### src/rtl/ac97_link_engine.sv
// rtl/ac97_link_engine.sv - AC-link frame serialiser with command FIFO and optional register readback
// Optional feature macro: AC97_READBACK_EN (input deserialiser, codec_ready and read-response path)
module ac97_link_engine #(
  parameter int NUM_CH    = 2,
  parameter int SAMPLE_W  = 16,
  parameter int CMD_DEPTH = 4
) (
  input  logic                       ac97_bitclk,
  input  logic                       I_RESET_L,
  input  logic                       ac97_sdata_in,
  output logic                       ac97_sdata_out,
  output logic                       ac97_sync,
  output logic                       ac97_reset_b,
  output logic                       frame_strobe,
  input  logic [NUM_CH*SAMPLE_W-1:0] pcm_in,
  input  logic [NUM_CH-1:0]          pcm_valid,
  input  logic                       cmd_valid,
  output logic                       cmd_ready,
  input  logic                       cmd_rd,
  input  logic [6:0]                 cmd_addr,
  input  logic [15:0]                cmd_data,
  output logic                       rd_valid,
  output logic [6:0]                 rd_addr,
  output logic [15:0]                rd_data,
  output logic                       codec_ready
);
  localparam int PTR_W = $clog2(CMD_DEPTH);
  localparam logic [PTR_W:0] FULL_CNT = (PTR_W+1)'(CMD_DEPTH);

  logic [7:0]       cnt;
  logic             running;
  logic [255:0]     out_sr;
  logic [255:0]     frame;
  logic [23:0]      fifo_mem [CMD_DEPTH];
  logic [PTR_W-1:0] wr_ptr;
  logic [PTR_W-1:0] rd_ptr;
  logic [PTR_W:0]   fill;
  logic [23:0]      head;
  logic             sample_edge;
  logic             push;
  logic             pop;

  // running is low for the reset cycles and lets cnt hold 255 through the first cycle after release
  assign sample_edge    = running && (cnt == 8'd255);
  assign cmd_ready      = running && (fill != FULL_CNT);
  assign push           = cmd_valid && cmd_ready;
  assign pop            = sample_edge && (fill != '0);
  assign head           = fifo_mem[rd_ptr];
  assign ac97_sdata_out = out_sr[255];
  assign ac97_sync      = running && ((cnt == 8'd255) || (cnt <= 8'd14));
  assign frame_strobe   = sample_edge;
  assign ac97_reset_b   = 1'b1;

  // frame[255] is output bit 0; head = {rd, addr, data}
  always_comb begin
    frame      = '0;
    frame[255] = 1'b1;
    frame[254] = pop;
    frame[253] = pop && !head[23];
    if (pop) begin
      frame[239:220] = {head[23:16], 12'h000};
      if (!head[23]) frame[219:200] = {head[15:0], 4'h0};
    end
    for (int i = 0; i < NUM_CH; i++) begin
      frame[252-i] = pcm_valid[i];
      if (pcm_valid[i])
        frame[199-20*i -: 20] = 20'(pcm_in[i*SAMPLE_W +: SAMPLE_W]) << (20 - SAMPLE_W);
    end
  end

  always_ff @(posedge ac97_bitclk) begin
    if (!I_RESET_L) begin
      cnt     <= 8'd255;
      running <= 1'b0;
      out_sr  <= '0;
      wr_ptr  <= '0;
      rd_ptr  <= '0;
      fill    <= '0;
    end else begin
      running <= 1'b1;
      if (running) cnt <= cnt + 8'd1;
      if (sample_edge) out_sr <= frame;
      else             out_sr <= {out_sr[254:0], 1'b0};
      if (push) wr_ptr <= wr_ptr + PTR_W'(1);
      if (pop)  rd_ptr <= rd_ptr + PTR_W'(1);
      fill <= fill + (PTR_W+1)'(push) - (PTR_W+1)'(pop);
    end
  end

  always_ff @(posedge ac97_bitclk) begin
    if (push) fifo_mem[wr_ptr] <= {cmd_rd, cmd_addr, cmd_data};
  end

`ifdef AC97_READBACK_EN
  logic [254:0] in_sr;
  logic [255:0] in_full;
  logic         capt;

  // in_full[255] is input bit 0 once bit 255 arrives at the sampling edge
  assign in_full = {in_sr, ac97_sdata_in};

  always_ff @(posedge ac97_bitclk) begin
    if (!I_RESET_L) begin
      in_sr       <= '0;
      capt        <= 1'b0;
      codec_ready <= 1'b0;
      rd_valid    <= 1'b0;
      rd_addr     <= '0;
      rd_data     <= '0;
    end else begin
      rd_valid <= 1'b0;
      if (running) in_sr <= in_full[254:0];
      if (sample_edge) begin
        capt <= 1'b1;
        // capt guards against evaluating a frame that began before reset release
        if (capt) begin
          codec_ready <= in_full[255];
          if (&in_full[255:253]) begin
            rd_valid <= 1'b1;
            rd_addr  <= in_full[238:232];
            rd_data  <= in_full[219:204];
          end
        end
      end
    end
  end
`else
  logic unused_sdata_in;
  assign unused_sdata_in = ac97_sdata_in;
  assign rd_valid        = 1'b0;
  assign rd_addr         = '0;
  assign rd_data         = '0;
  assign codec_ready     = 1'b0;
`endif

endmodule

### config.mk
export PLATFORM = sky130hd
export DESIGN_NAME = ac97_link_engine
export DESIGN_NICKNAME = d
export VERILOG_FILES = /design/src/rtl/ac97_link_engine.sv
export SDC_FILE = /design/constraint.sdc
export NUM_CORES = 1
export LEC_CHECK = 0
export ABC_CLOCK_PERIOD_IN_PS = 8100
export CORE_ASPECT_RATIO = 0.75
export CORE_MARGIN = 2
export CORE_UTILIZATION = 40
export CTS_BUF_LIST = sky130_fd_sc_hd__clkbuf_4
export CTS_CLUSTER_DIAMETER = 80
export DETAILED_ROUTE_END_ITERATION = 16
export SLEW_MARGIN = 20
export SYNTH_ARGS = -nofsm -noshare
export SYNTH_HDL_FRONTEND = slang
export SYNTH_SLANG_ARGS = --single-unit
### constraint.sdc
create_clock -name ac97_bitclk -period 8.1 [get_ports ac97_bitclk]
set_clock_uncertainty 0.2 [all_clocks]
set_input_delay 1.215 -clock ac97_bitclk [delete_from_list [all_inputs] [get_ports ac97_bitclk]]
set_output_delay 1.215 -clock ac97_bitclk [all_outputs]
set_load 0.01 [all_outputs]
* After elaboration in Yosys (flattened, before gate mapping) *
Memory sizes are Yosys's and may differ from the RTL's. A register that Yosys moved wholly into a read port is not among the register bits.
Index checks and enable logic that the tools add are counted.

cells by class
  equality and inequality tests = 2
  add/subtract/negate cells = 5
  reductions and logical operators = 10
  bitwise operators = 1
  multiplexer cells = 10
  magnitude comparators = 1

operators with widths
  kind                                                                    number
  256-bit 2-to-1 mux                                                      1
  20-bit 2-to-1 mux                                                       3
  40-bit 2-to-1 mux                                                       1
  8-bit by 1-bit adder with 8-bit output (second input constant)          1
  8-bit equality test (second input constant)                             1
  8-bit by 4-bit <= comparator with 1-bit output (second input constant)  1
  1-bit logical AND                                                       6
  2-bit by 1-bit adder with 2-bit output (second input constant)          2
  2-bit 2-to-1 mux                                                        2
  3-bit by 1-bit adder with 3-bit output                                  1
  1-bit 2-to-1 mux                                                        3
  3-bit inequality test (second input constant)                           1
  3-bit nonzero test                                                      1
  3-bit by 1-bit subtractor with 3-bit output                             1
  2-bit OR reduction                                                      1
  1-bit zero test                                                         1
  1-bit logical OR                                                        1
  1-bit NOT                                                               1

word-level totals
  memories = 1
  bits of input ports = 62
  output and inout port bits = 30
  register bits = 272
  RAM bits = 96
  logic and storage cells = 37

memories
  memory    depth  bits a word  read ports  clocked after memory_dff  write ports  RTL line  source
  fifo_mem  4      24           1           1                         1            34        logic [23:0] fifo_mem [CMD_DEPTH];

* Logic depth before layout (Yosys ltp) *
  depth after elaboration = 5
  depth in mapped cells = 11
  gate-level depth less buffers = 11

* Worst setup path before layout *
Ideal clock, no wire load.

  path type = input -> register
  from = in cmd_valid
  to = reg fill[2]
  arrival time = 2.684 ns
  buffers on the path = 0
  stages = 10
  data required time = 7.822 ns
  library setup time = 0.078 ns
  slack = 5.138 ns
  path through = and3_1 -> inv_1 -> ha_1 -> inv_1 -> ha_1 -> inv_1 -> fa_1 -> xor2_1 -> and2_1 -> nor3_1

on the way
  cells in the longest elaborated chain, start to end = 3

RTL lines
  what                                         RTL line  source
  start: declaration                           17        input logic cmd_valid,
  1-bit logical AND                            46        assign push = cmd_valid && cmd_ready;
  3-bit by 1-bit adder with 3-bit output       86        fill <= fill + (PTR_W+1)'(push) - (PTR_W+1)'(pop);
  3-bit by 1-bit subtractor with 3-bit output  86
  end signal: assignment                       86
  end: declaration                             37        logic [PTR_W:0] fill;

Every way passes these cells.
A chain may end at the register's enable or synchronous reset.

* Worst setup path after layout *
  from = reg running
  to = out ac97_sync

on the way
  cells in the longest elaborated chain, start to end = 1

RTL lines
  what                      RTL line  source
  start: declaration        31        logic running;
  start signal: assignment  74        running <= 1'b0;
  start signal: assignment  80        running <= 1'b1;
  1-bit logical AND         50        assign ac97_sync = running && ((cnt == 8'd255) || (cnt <= 8'd14));
  end: declaration          12        output logic ac97_sync,

Every way passes these cells.

==> flow_summary.yaml <==
grt:
  met3_usage: 0.0451
  grt_pass1_vias: 3962
  antenna_found_initial: 0
  grt_overflow: 0
  grt_pass1_wl_um: 20200
  grt_max_degree: 91
  gr-usage-met1: 0.175
  grt.busiest_layer: "met2"
  grt_util_all_layers: 0.132
  use_met2: 0.205
drt:
  vias: 3941
  drt_first_pass_iters: 4
  drt_iter0_markers: 205
  final_antenna_net_count: 0
  postRouteWirelength_um: 12500
  drc: 0
  avgRoutedWirePerCell_um: 15.0
  vias_per_cell: 4.73
yosys:
  async_reset_ff_frac: 0
  synth_top_family_by_area: "compound AO/OA/AOI/OAI gates"
  synth_cell_type_count: 45
  ys_seq_elements: 206
  synthXorXnorAreaFrac: 0.00478
  syn_inst: 459
  synth_top_area_frac: 0.393
  synth-edff-count: 96
  synthMuxAreaShare: 0.0767
  synth_top_area_cell: "edfxtp_1"
  ys_top_cells_by_area: "edfxtp_1, dfxtp_1, a22o_1"
  synthSimpleGateAreaFrac: 0.0733
  synth_commonest_cells: "dfxtp_1, edfxtp_1, a22o_1, and2_1, buf_4"
  seq_area_frac_synth: 0.694
  yosysWarnings: 0
  synth_fa_ha_area_frac: 0.0164
  synth_area_um2: 7330
  syn_area_per_cell_um2: 16.0
  synth_compound_area_frac: 0.0854
  yosysMostFrequentCell: "dfxtp_1"
  ys.flop_type: "dfxtp_1"
worst_setup_path:
  reg2reg_slack_ns: 4.89
  cp.required_ns: 6.68
  r2r-end: "fill[2]"
  reg2regPathDepth: 10
  cp-startpoint: "running"
  critPathKind: "reg2out"
  crit_arrival_ns: 2.81
  r2r_start: "running"
  startpoint_type: "flop"
  critPathMaxFanout: 16
  crit_path_end_kind: "primary output"
worst_hold_path:
  worstHoldStart: "out_sr[182]"
  hp-class: "reg2reg"
  hold_end: "out_sr[183]"
  hold_depth: 1
timing:
  tightestPinTransition_ns: 0.958
  period_minus_slack_ns: 4.23
  hold_violations: 0
  period_share: 0.522
  slew_headroom: 0.357
  holdWs_ns: 0.222
  tns_ns: 0
  rsz0062_at_grt: "no"
  maxSlewViolCount: 0
  setup_viol: 0
  fmax_ghz: 0.236
floorplan:
  start_util: 0.411
  die_h_um: 121
  rows: 42
  die_w_um: 160
  dieArea_um2: 19400
  pin_count: 92
  core-area_um2: 17800
outcome:
  outcome: "completed"
clock_network:
  hold_buffers: 0
  cts_tree: "done"
  root_buffer: "clkbuf_4"
  cts_buffers: 48
  clockBufferDepth: 3
  postCtsResizedCells: 0
  path_clk_slew_ns: 0.07
  numClockSinks: 206
  cts_post_setup_buffers_inserted: 0
  insertion_delay_ns: 0.60
  htreeDepth: 2
flow_run:
  max_cap_violations: 0
pwr:
  p_per_area_nw_per_um2: 249
  peakVddDrop_v: 0.000123
  leakagePower_nw: 3.23
placement:
  dp_cells: 749
  routabilityCongestion: 0.738
  dpl.hpwl_um: 6910
  portBuffers: 64
cells_and_area:
  drive_gt1_frac: 0.193
  fin_nets: 628
  antenna_cells: 0
  syn2layout_area_growth_pct: 18.9
  fin_cells: 834
-- logic make-up after synthesis --
family	count (synthesis)
AOI/OAI and AO/OA	76
xor gates and xnor gates	4
adders and majority gates	9
DFF	206
other	2
and+or+nand+nor	78
muxes	25
buffers and inverters	59
-- metal layers --
layer | vias to the layer above | part of all wire
met5 | - | 0
met4 | 0 | 0.013
met3 | 20 | 0.061
met2 | 116 | 0.45
met1 | 1907 | 0.48
li1 | 1898 | -
-- how the worst max path moves through the flow --
stage / to / slack [ns]
2_1_floorplan: fill[2] / 5.14
3_3_place_gp: out_sr[206] / 4.23
3_5_place_dp: out_sr[212] / 4.38
4_1_cts: ac97_sync / 3.83
5_1_grt: ac97_sync / 3.69
6_report: ac97_sync / 3.87
-- critical path, cell delays in order (launching register included) --
cell and delay (ns):
dfxtp_1 0.61, nand4_2 0.56, nor2_1 0.39, a41o_1 0.13, clkdlybuf4s50_1 0.53
-- per-stage QoR --
| stage | cell area [um^2] | util | setup WS [ns] | power [W] |
|---|---|---|---|---|
| 6_report | 8710 | 0.489 | 3.87 | 0.00217 |
| 5_1_grt | 8710 | 0.489 | 3.69 | 0.00229 |
| 4_1_cts | 8710 | 0.489 | 3.83 | 0.00221 |
| 3_5_place_dp | 8110 | 0.455 | 4.38 | 0.00140 |
| 3_3_place_gp | 8100 | 0.455 | 4.23 | 0.00139 |
| 2_1_floorplan | 7420 | - | 5.14 | 0.00133 |
-- flip-flops by register name, indices dropped and copies added, names as in the netlist, named ones only --
signal	cells
out_sr	92
cnt	8
running	1
fill	3
wr_ptr	2
rd_ptr	2
fifo_mem	96
-- where the power goes --
group          internal [W]  total [W]  switching, W
clock network      0.000415   0.000796      0.000381
registers           0.00114    0.00116     0.0000237
logic             0.0000987   0.000213      0.000115
total               0.00165    0.00217      0.000520
-- placed cells by master, fill, tap and decap left out, types with 5 or more instances in the layout --
master,n
dfxtp_1,110
edfxtp_1,96
clkbuf_4,74
clkdlybuf4s50_1,64
a22o_1,55
and2_1,39
conb_1,26
mux4_2,21
inv_1,10
ha_1,8
clkinv_1,8
nand2_1,7
buf_4,7
nor2_1,5
a21oi_1,5
-- final cells by class --
| class | instances | area, um^2 |
|---|---|---|
| fill | 1556 | 9100 |
| sequential | 206 | 5080 |
| multi-input combinational | 218 | 1980 |
| timing repair buffer | 72 | 704 |
| clock buffer | 74 | 556 |
| tap | 242 | 303 |
| clock inverter | 11 | 42.5 |
| inverter | 11 | 41.3 |
Note: power is estimated with default switching activity, not from simulation.
